==> src/rtl/mc_chroma_ver_buf.sv <==
// Row window buffer between the chroma horizontal and vertical interpolation
// stages. Collects horizontally filtered rows, keeps a sliding 4-row window
// and presents it as A/B/C/D tap rows, one output row per handshake.
module mc_chroma_ver_buf #(
    parameter int PIXEL_WIDTH = 8,
    parameter int BLK_W       = 4,
    parameter int BLK_H       = 4
) (
    input  logic                           clk,
    input  logic                           rstn,
    input  logic                           start_i,
    input  logic [2:0]                     frac_x_i,
    input  logic [2:0]                     frac_y_i,
    input  logic                           row_valid_i,
    input  logic [BLK_W*2*PIXEL_WIDTH-1:0] row_data_i,
    output logic                           row_ready_o,
    output logic [BLK_W*2*PIXEL_WIDTH-1:0] tap_a_o,
    output logic [BLK_W*2*PIXEL_WIDTH-1:0] tap_b_o,
    output logic [BLK_W*2*PIXEL_WIDTH-1:0] tap_c_o,
    output logic [BLK_W*2*PIXEL_WIDTH-1:0] tap_d_o,
    output logic [2:0]                     frac_x_o,
    output logic [2:0]                     frac_y_o,
    output logic                           out_valid_o,
    input  logic                           out_ready_i,
    output logic                           busy_o,
    output logic                           done_o
);

    localparam int IN_ROWS = BLK_H + 3;
    localparam int CW      = $clog2(IN_ROWS + 1);
    localparam int OW      = (BLK_H > 1) ? $clog2(BLK_H) : 1;

    typedef enum logic [1:0] {
        IDLE,
        FILL,
        RUN
    } state_t;

    state_t          state;
    state_t          state_nxt;
    logic [CW-1:0]   in_cnt;
    logic [OW-1:0]   out_cnt;
    logic            row_acc;
    logic            out_fire;
    logic            last_out;

    assign out_fire = out_valid_o && out_ready_i;
    assign last_out = out_fire && (out_cnt == OW'(BLK_H - 1));
    assign row_acc  = row_valid_i && row_ready_o;
    assign busy_o   = (state != IDLE);

    // State register
    always_ff @(posedge clk) begin
        if (!rstn) begin
            state <= IDLE;
        end else begin
            state <= state_nxt;
        end
    end

    // Next-state and input handshake
    always_comb begin
        state_nxt   = state;
        row_ready_o = 1'b0;
        case (state)
            IDLE: begin
                if (start_i) begin
                    state_nxt = FILL;
                end
            end
            FILL: begin
                row_ready_o = 1'b1;
                if (row_valid_i && (in_cnt == CW'(2))) begin
                    state_nxt = RUN;
                end
            end
            RUN: begin
                row_ready_o = (in_cnt < CW'(IN_ROWS)) && (!out_valid_o || out_ready_i);
                if (last_out) begin
                    state_nxt = IDLE;
                end
            end
            default: begin
                state_nxt = IDLE;
            end
        endcase
    end

    // Window shift, counters, latched fractions and output handshake flags
    always_ff @(posedge clk) begin
        if (!rstn) begin
            tap_a_o     <= '0;
            tap_b_o     <= '0;
            tap_c_o     <= '0;
            tap_d_o     <= '0;
            frac_x_o    <= '0;
            frac_y_o    <= '0;
            in_cnt      <= '0;
            out_cnt     <= '0;
            out_valid_o <= 1'b0;
            done_o      <= 1'b0;
        end else begin
            done_o <= 1'b0;

            if ((state == IDLE) && start_i) begin
                frac_x_o <= frac_x_i;
                frac_y_o <= frac_y_i;
                in_cnt   <= '0;
                out_cnt  <= '0;
            end

            if (row_acc) begin
                tap_a_o <= tap_b_o;
                tap_b_o <= tap_c_o;
                tap_c_o <= tap_d_o;
                tap_d_o <= row_data_i;
                in_cnt  <= in_cnt + CW'(1);
            end

            if (state == RUN) begin
                // Last output: the input side is exhausted, so no row can
                // arrive on this edge and the window simply goes idle.
                if (last_out) begin
                    out_valid_o <= 1'b0;
                    done_o      <= 1'b1;
                end else begin
                    if (out_fire) begin
                        out_cnt <= out_cnt + OW'(1);
                    end
                    if (row_acc) begin
                        out_valid_o <= 1'b1;
                    end else if (out_fire) begin
                        out_valid_o <= 1'b0;
                    end
                end
            end
        end
    end

endmodule

==> config.mk <==
export PLATFORM = sky130hd
export DESIGN_NAME = mc_chroma_ver_buf
export DESIGN_NICKNAME = d
export VERILOG_FILES = /design/src/rtl/mc_chroma_ver_buf.sv
export SDC_FILE = /design/constraint.sdc
export NUM_CORES = 1
export LEC_CHECK = 0
export CAP_MARGIN = 20
export CORE_UTILIZATION = 49
export DETAILED_ROUTE_END_ITERATION = 8
export GPL_TIMING_DRIVEN = 1
export PLACE_DENSITY_LB_ADDON = 0.2
export SETUP_SLACK_MARGIN = 0.1
export SYNTH_ARGS = -nofsm -noshare
export SYNTH_HDL_FRONTEND = slang
export SYNTH_SLANG_ARGS = --single-unit
==> constraint.sdc <==
create_clock -name clk -period 2.7 [get_ports clk]
set_input_delay 0.54 -clock clk [delete_from_list [all_inputs] [get_ports clk]]
set_output_delay 0.54 -clock clk [all_outputs]
set_load 0.05 [all_outputs]
* Word-level counts from Yosys, hierarchy flattened
Cells that the tools add are included. Widths: inputs -> output; s select.
Operators by class: $add $sub $neg 2, $lt $le $gt $ge 1, equality and inequality tests 7, multiplexer cells 15, reductions and logical operators 15
Operators by type and width (number):
- $mux 2 | 7
- $logic_and 1x1->1 | 6
- $mux 3 | 2
- $ne 2x2->1 const B | 3
- $pmux 2 s3 | 1
- $eq 2x2->1 const B | 2
- $mux 1 | 4
- $reduce_and 2->1 | 2
- $reduce_bool 2->1 | 2
- $add 3x1->3 const B | 1
- $eq 3x2->1 const B | 1
- $lt 3x3->1 const B | 1
- $reduce_and 3->1 | 1
- $reduce_bool 3->1 | 1
- $add 2x1->2 const B | 1
- $eq 2x1->1 const B | 1
- $logic_not 2->1 | 1
- $pmux 1 s2 | 1
- $logic_not 1->1 | 1
- $logic_or 1x1->1 | 1
Word-level totals: bits in registers 271, output and inout bits 266, word-level logic and storage cells 51

* Depth between registers and ports, before layout
Gate-level depths: netlist of the first run.
word-level depth 7, gate-level depth with buffers 7, gate-level depth less buffers 6

* Worst setup path after synthesis of the first run
No wires, ideal clock.
path kind register -> output, start point reg out_valid_o, end point out row_ready_o, data arrival time 1.516 ns, data required time 2.160 ns, path slack 0.644 ns, cell stages (with the launch flop) 4, cells stage by stage dfxtp_1 nand2b_1 a31oi_4 nor2_1
On the way: longest elaborated chain between the ends 4
Ends and longest elaborated chain:
- start: declaration | line 23 | output logic out_valid_o,
- start signal: assignment | line 100 | out_valid_o <= 1'b0;
- start signal: assignment | line 124 | out_valid_o <= 1'b0;
- start signal: assignment | line 131 | out_valid_o <= 1'b1;
- $logic_not 1->1 | line 78 | row_ready_o = (in_cnt < CW'(IN_ROWS)) && (!out_valid_o || out_ready_i);
- $logic_or 1x1->1 | line 78
- $logic_and 1x1->1 | line 78
- $pmux 1 s2 | line 65 | case (state)
- end: declaration | line 16 | output logic row_ready_o,
Every way passes these cells.

* Worst setup path after layout of the first run
start point reg state[0], end point out row_ready_o
On the way: longest elaborated chain between the ends 2, elaborated cells between the ends (all ways) 3, those cells by class eq/ne: 2; mux: 1
Ends and longest elaborated chain:
- start: declaration | line 39 | state_t state;
- start signal: assignment | line 57 | state <= state_nxt;
- $eq 2x2->1 / $eq 2x1->1 (equally long branches) | line 65
- $pmux 1 s2 (*) | line 65
Every way passes the cells marked *; elsewhere a longest branch is shown, timed or not.

==> results of run 1 <==
worst min path at each step:
stage,start,end,cells past startpoint
floorplan,state[1],state[1],2
global placement,tap_a_o[5],tap_a_o[5],2
detailed placement,tap_a_o[4],tap_a_o[4],2
CTS,rstn,in_cnt[0],3
global route,rstn,in_cnt[0],3
finish,rstn,in_cnt[0],3
power by group through the flow:
| stage | Clock, mW | Sequential (mW) | Combinational (mW) |
|---|---|---|---|
| after global routing | 4.30 | 4.20 | 2.01 |
| final | 4.03 | 4.18 | 1.91 |
| after detailed placement | 0 | 4.27 | 1.92 |
| after floorplan | 0 | 4.62 | 0.994 |
| after global placement | 0 | 4.27 | 1.91 |
| after CTS | 4.13 | 4.18 | 1.92 |
kinds of logic (layout without fill, tap and decap cells):
logic type	Yosys count	after routing	share of synthesized area, %
buffers and inverters	75	421	4.139
AOI/OAI and AO/OA	17	17	1.330
and+or+nand+nor	363	363	13.98
muxes	258	258	25.66
adders and majority gates	8	8	0.9944
DFF	271	271	53.90
placed cells by master, fill, tap and decap left out:
cell type        Yosys  final
clkinvlp_4           0      2
a31oi_4              1      1
nor2_1               3      3
clkbuf_1            38      3
dfxtp_1            271    271
o21ai_0              4      4
o2111ai_1            1      1
nor2_4               1      1
nand3b_1             1      1
bufinv_16            0      4
clkbuf_8             0      5
nand4b_1             1      1
or2_4                0      1
a41o_1               1      1
buf_12               0     15
nand3_1              9      9
dlygate4sd2_1        0      1
clkinv_2             0      9
and2_1               2      2
nand2b_1             4      4
clkdlybuf4s50_1      0    337
clkbuf_16            0     29
a21boi_0             6      6
a222oi_1             1      1
o21ai_1              2      2
mux2i_1            258    258
buf_4               12      7
inv_1                8      8
buf_8                0      1
ha_1                 8      8
nand2_1            341    341
a2111oi_0            1      1
registers in the layout (all words and copies together), names as in the netlist:
register and flops:
tap_b_o 64, tap_c_o 64, state 2, out_cnt 2, out_valid_o 1, frac_x_o 3
tap_d_o 64, frac_y_o 3, in_cnt 3, done_o 1, tap_a_o 64
worst max-delay path: stages, from the launching register on:
cell	delay (ns)
dfxtp_1	0.34
inv_1	0.12
ha_1	0.31
a31oi_4	0.17
nor2_1	0.23
buf_12	0.17
synth_stat cells, drive strengths merged:
| master | number |
|---|---|
| o21ai | 6 |
| a21boi | 6 |
| mux2i | 258 |
| nand3 | 9 |
| nand2b | 4 |
| o2111ai | 1 |
| nor2 | 4 |
| or2 | 1 |
| ha | 8 |
| dfxtp | 271 |
| inv | 8 |
| nand2 | 341 |
| buf | 29 |
| a41o | 1 |
| nand3b | 1 |
| a2111oi | 1 |
| a31oi | 1 |
| a222oi | 1 |
| clkbuf | 38 |
| and2 | 2 |
| nand4b | 1 |
per-layer routing:
metal	wire length (um)	vias up	part of all wire [%]
met2	12510	242	49
met1	10090	3664	40
met4	832	0	3.3
met3	1880	45	7.4
li1	-	3941	-
met5	0	-	0
per-stage QoR:
step	hold slack [ns]	cells	setup slack [ns]
detailed placement	0.4483	1556	0.2933
finish	0.4419	1608	0.3117
global route	0.4423	1608	0.2018
floorplan	0.4528	992	0.6444
global placement	0.4440	1556	0.3610
CTS	0.4220	1608	0.2799
area by class of cell:
type	count	area [um^2]
inverters	8	30.03
well taps	270	337.8
repair buffers	361	3750
clock inverters	15	180.2
clock buffers	37	805.8
flip-flops and latches	271	5425
fillers	1493	5414
multi-input cells	646	4227
==> reports/qor.yml, run 1 <==
status: "complete, no violations"
critical_path_class: "reg2out"
ys_top_cells_by_area: "dfxtp_1 (54%), mux2i_1 (26%), nand2_1 (13%)"
irDropWorstVdd_mv: 0.6204
htreeDepth: 1
postCtsHoldBufs: 0
dpl-instance-area_um2: 13770
fin_nets: 1399
port_buffers: 340
yosys_warnings: 0
setup_viol: 0
path_clk_slew_ns: 0.06
synth_top_area_share_pct: 53.90
drc: 0
syn_avg_cell_area_um2: 10.15
cts_tree: "built"
syn2layout_area_growth_pct: 46.59
wirelength_um: 25320
cp-start-kind: "flip-flop"
grt_util_met2_pct: 40.65
start_util_pct: 49.91
ys_seq_area_share_pct: 53.90
finish.instance_area_um2: 14760
grt_pass1_wl_um: 39650
synthCells: 992
cp_data_arrival_time_ns: 1.85
place.gp.congestion: 0.7951
cts_resized: 1
drive_gt1_share_pct: 5.605
busiest_layer: "met2"
row_count: 52
period_share_pct: 88.46
maxSlewHeadroom_pct: 60.30
dpl.hpwl_um: 17720
die_y_um: 145.3
drt_iter0_drc: 277
ios: 341
track_usage_pct: 23.14
met3_usage_pct: 6.541
fp.dieW_um: 145.3
post_cts_buffers: 0
syn_area_um2: 10070
clockRootBuffer: "clkbuf_16"
r2r-start: "state[0]"
fmax_mhz: 418.7
ys_ff_latch: 271
endpoint_kind: "output pin"
cts_buffers: 28
setup_tns_ns: 0
clkLatencyLatePin_ns: 0.52
cts_sinks: 271
crit_path_end: "row_ready_o"
crit_path_start: "state[0]"
vias: 7892
p_per_area_nw_per_um2: 686.4
fin_crit_ns: 2.388
clkPwrFrac_pct: 39.8
required_ns: 2.16
seqPwrFrac_pct: 41.3
cp_max_fo: 6
antenna_cells: 0
wire_per_inst_um: 15.75
grt_pass1_vias: 7549
power.total_mw: 10.13
utilization_pct: 73.16
grt_use_met1_pct: 26.80
power_frac_comb_pct: 18.9
intPower_mw: 7.373
rsz0062_at_grt: "false"
p_sw_share_pct: 27.20
cts_buffer_depth: 3
r2r-end: "tap_d_o[8]"
r2r_cells: 7
hold_viol: 0
yosys.cell_types.count: 25
maxCapViolations: 0
min_path_type: "in2reg"
ant_nets: 0
dr.pass1.iters: 4
p_switching_mw: 2.754
slew_violations: 0
core_um2: 20170
antenna_found_initial: 0
dieArea_um2: 21120
routed_via_density: 4.908
rrSetupSlack_ns: 0.73
syn_nets: 1075
p_leak_nw: 5.459
grt-ovfl-total: 0
worst_pin_slew_ns: 0.5936
finClkSkew_ns: 0.004764
grt_max_degree: 79
yosysTopAreaCell: "dfxtp_1"
Note: power is estimated with default switching activity, not from simulation.
==> run 2, diff against run 1 <==
--- a/config.mk
+++ b/config.mk
@@ -6,6 +6,7 @@
 export NUM_CORES = 1
 export LEC_CHECK = 0
 export CAP_MARGIN = 20
+export CORE_MARGIN = 2
 export CORE_UTILIZATION = 49
 export DETAILED_ROUTE_END_ITERATION = 8
 export GPL_TIMING_DRIVEN = 1
==> reports/qor.yml, run 2 (synthesis gave the netlist of run 1 again) <==
status: "complete, no violations"
cp_slowest_cell: "dlygate4sd2_1"
clkLatencyLatePin_ns: 0.54
routed_via_density: 4.924
slew_violations: 0
endpoint_kind: "output pin"
core_um2: 20170
cts_buffers: 29
min_path_type: "in2reg"
vias: 7908
fin_nets: 1400
fin_crit_ns: 2.379
r2r-start: "state[0]"
required_ns: 2.16
dr.pass1.iters: 4
drive_gt1_share_pct: 5.464
dpl-instance-area_um2: 13760
fmax_mhz: 420.3
post_cts_buffers: 0
start_util_pct: 49.91
worst_pin_slew_ns: 0.6095
r2r-end: "tap_c_o[43]"
fillCellCount: 1505
port_buffers: 340
track_usage_pct: 22.84
drt_iter0_drc: 198
dp_worst_setup_slack_ns: 0.3187
cp_max_fo: 4
hold_end: "done_o"
row_count: 52
wire_per_inst_um: 15.94
finish.instance_area_um2: 14710
power.total_mw: 10.02
whs_ns: 0.4215
grt_pass1_wl_um: 40510
critical_path.max_stage_delay_ns: 0.53
critical_path_class: "reg2out"
htreeDepth: 1
grt_max_degree: 74
grt_pass1_vias: 7828
cp_data_arrival_time_ns: 1.84
r2r_cells: 7
antenna_cells: 0
fin_ws_ns: 0.3208
cpMostUsedCell: "inv_1"
postCtsHoldBufs: 0
syn2layout_area_growth_pct: 46.13
cts_buffer_depth: 3
hold_viol: 0
path_buf_inv: 3
final_cell_mix: "nand2_1 (341), clkdlybuf4s50_1 (337), dfxtp_1 (271)"
p_leak_nw: 5.435
place.gp.congestion: 0.8209
irDropWorstVdd_mv: 0.6122
period_share_pct: 88.12
antenna_found_initial: 0
setup_tns_ns: 0
finClkSkew_ns: 0.01811
fp.dieW_um: 147.3
grt-ovfl-total: 0
rrSetupSlack_ns: 0.78
min_from: "rstn"
dieArea_um2: 21700
min_path_cells: 3
setup_viol: 0
rsz0062_at_grt: "false"
drc: 0
die_y_um: 147.3
crit_family: "buffers and inverters"
wirelength_um: 25600
p_per_area_nw_per_um2: 681.3
path_clk_slew_ns: 0.06
maxCapViolations: 0
maxSlewHeadroom_pct: 59.24
clockRootBuffer: "clkbuf_16"
cts_tree: "built"
cp-start-kind: "flip-flop"
layout_commonest_cell: "nand2_1"
ant_nets: 0
dpl.hpwl_um: 18310
ios: 341
cts_sinks: 271
path_cells: "inv_1, ha_1, inv_1, dlygate4sd2_1"
==> run 2: layout make-up <==
class	count	area (um^2)	share of cell area (%)
clock inverter	15	173.9	1.182
multi-input combinational	646	4227	28.73
clock buffer	35	778.2	5.291
inverter	8	30.03	0.2042
timing repair buffer	361	3737	25.41
tap	270	337.8	2.297
sequential	271	5425	36.88
==> run 2: worst max-delay path by stage <==
stage                            from           to  slack, ns  depth (start not counted)
after floorplan           out_valid_o  row_ready_o       0.64                          3
after global placement    out_ready_i  tap_d_o[34]       0.35                          7
after detailed placement  out_ready_i  tap_d_o[37]       0.32                          7
after CTS                    state[0]       busy_o       0.29                          4
after global routing         state[0]  row_ready_o       0.21                          5
final                        state[0]       busy_o       0.32                          4
==> run 2: stage by stage <==
step	cells	utilization, %
floorplan	992	-
global placement	1556	68.21
detailed placement	1556	68.21
CTS	1606	72.93
global route	1606	72.93
finish	1606	72.93
==> run 2: metal layers <==
layer | track usage [%] | routed length, um | up-vias
met5 | 0 | 0 | -
met3 | 7.236 | 2076 | 62
met1 | 26.44 | 10210 | 3645
li1 | - | - | 3954
met2 | 39.32 | 12240 | 247
met4 | 9.135 | 1066 | 0
==> run 2: worst min-delay path: stages <==
cell,delay (ns)
buf_8,0.20
nand2_1,0.11
nor2_1,0.03
==> run 2: what timing repair did <==
action	4_1_cts	5_1_grt
hold endpoints to repair	0	0
endpoints found under the setup margin	1	0
resized for setup	1	0
==> run 2: where the power goes <==
group	leakage, nW	switching, mW	internal, mW
registers	2.18	0.0669	4.12
clock network	0.468	1.60	2.34
logic	2.78	1.13	0.774
total	5.43	2.79	7.23
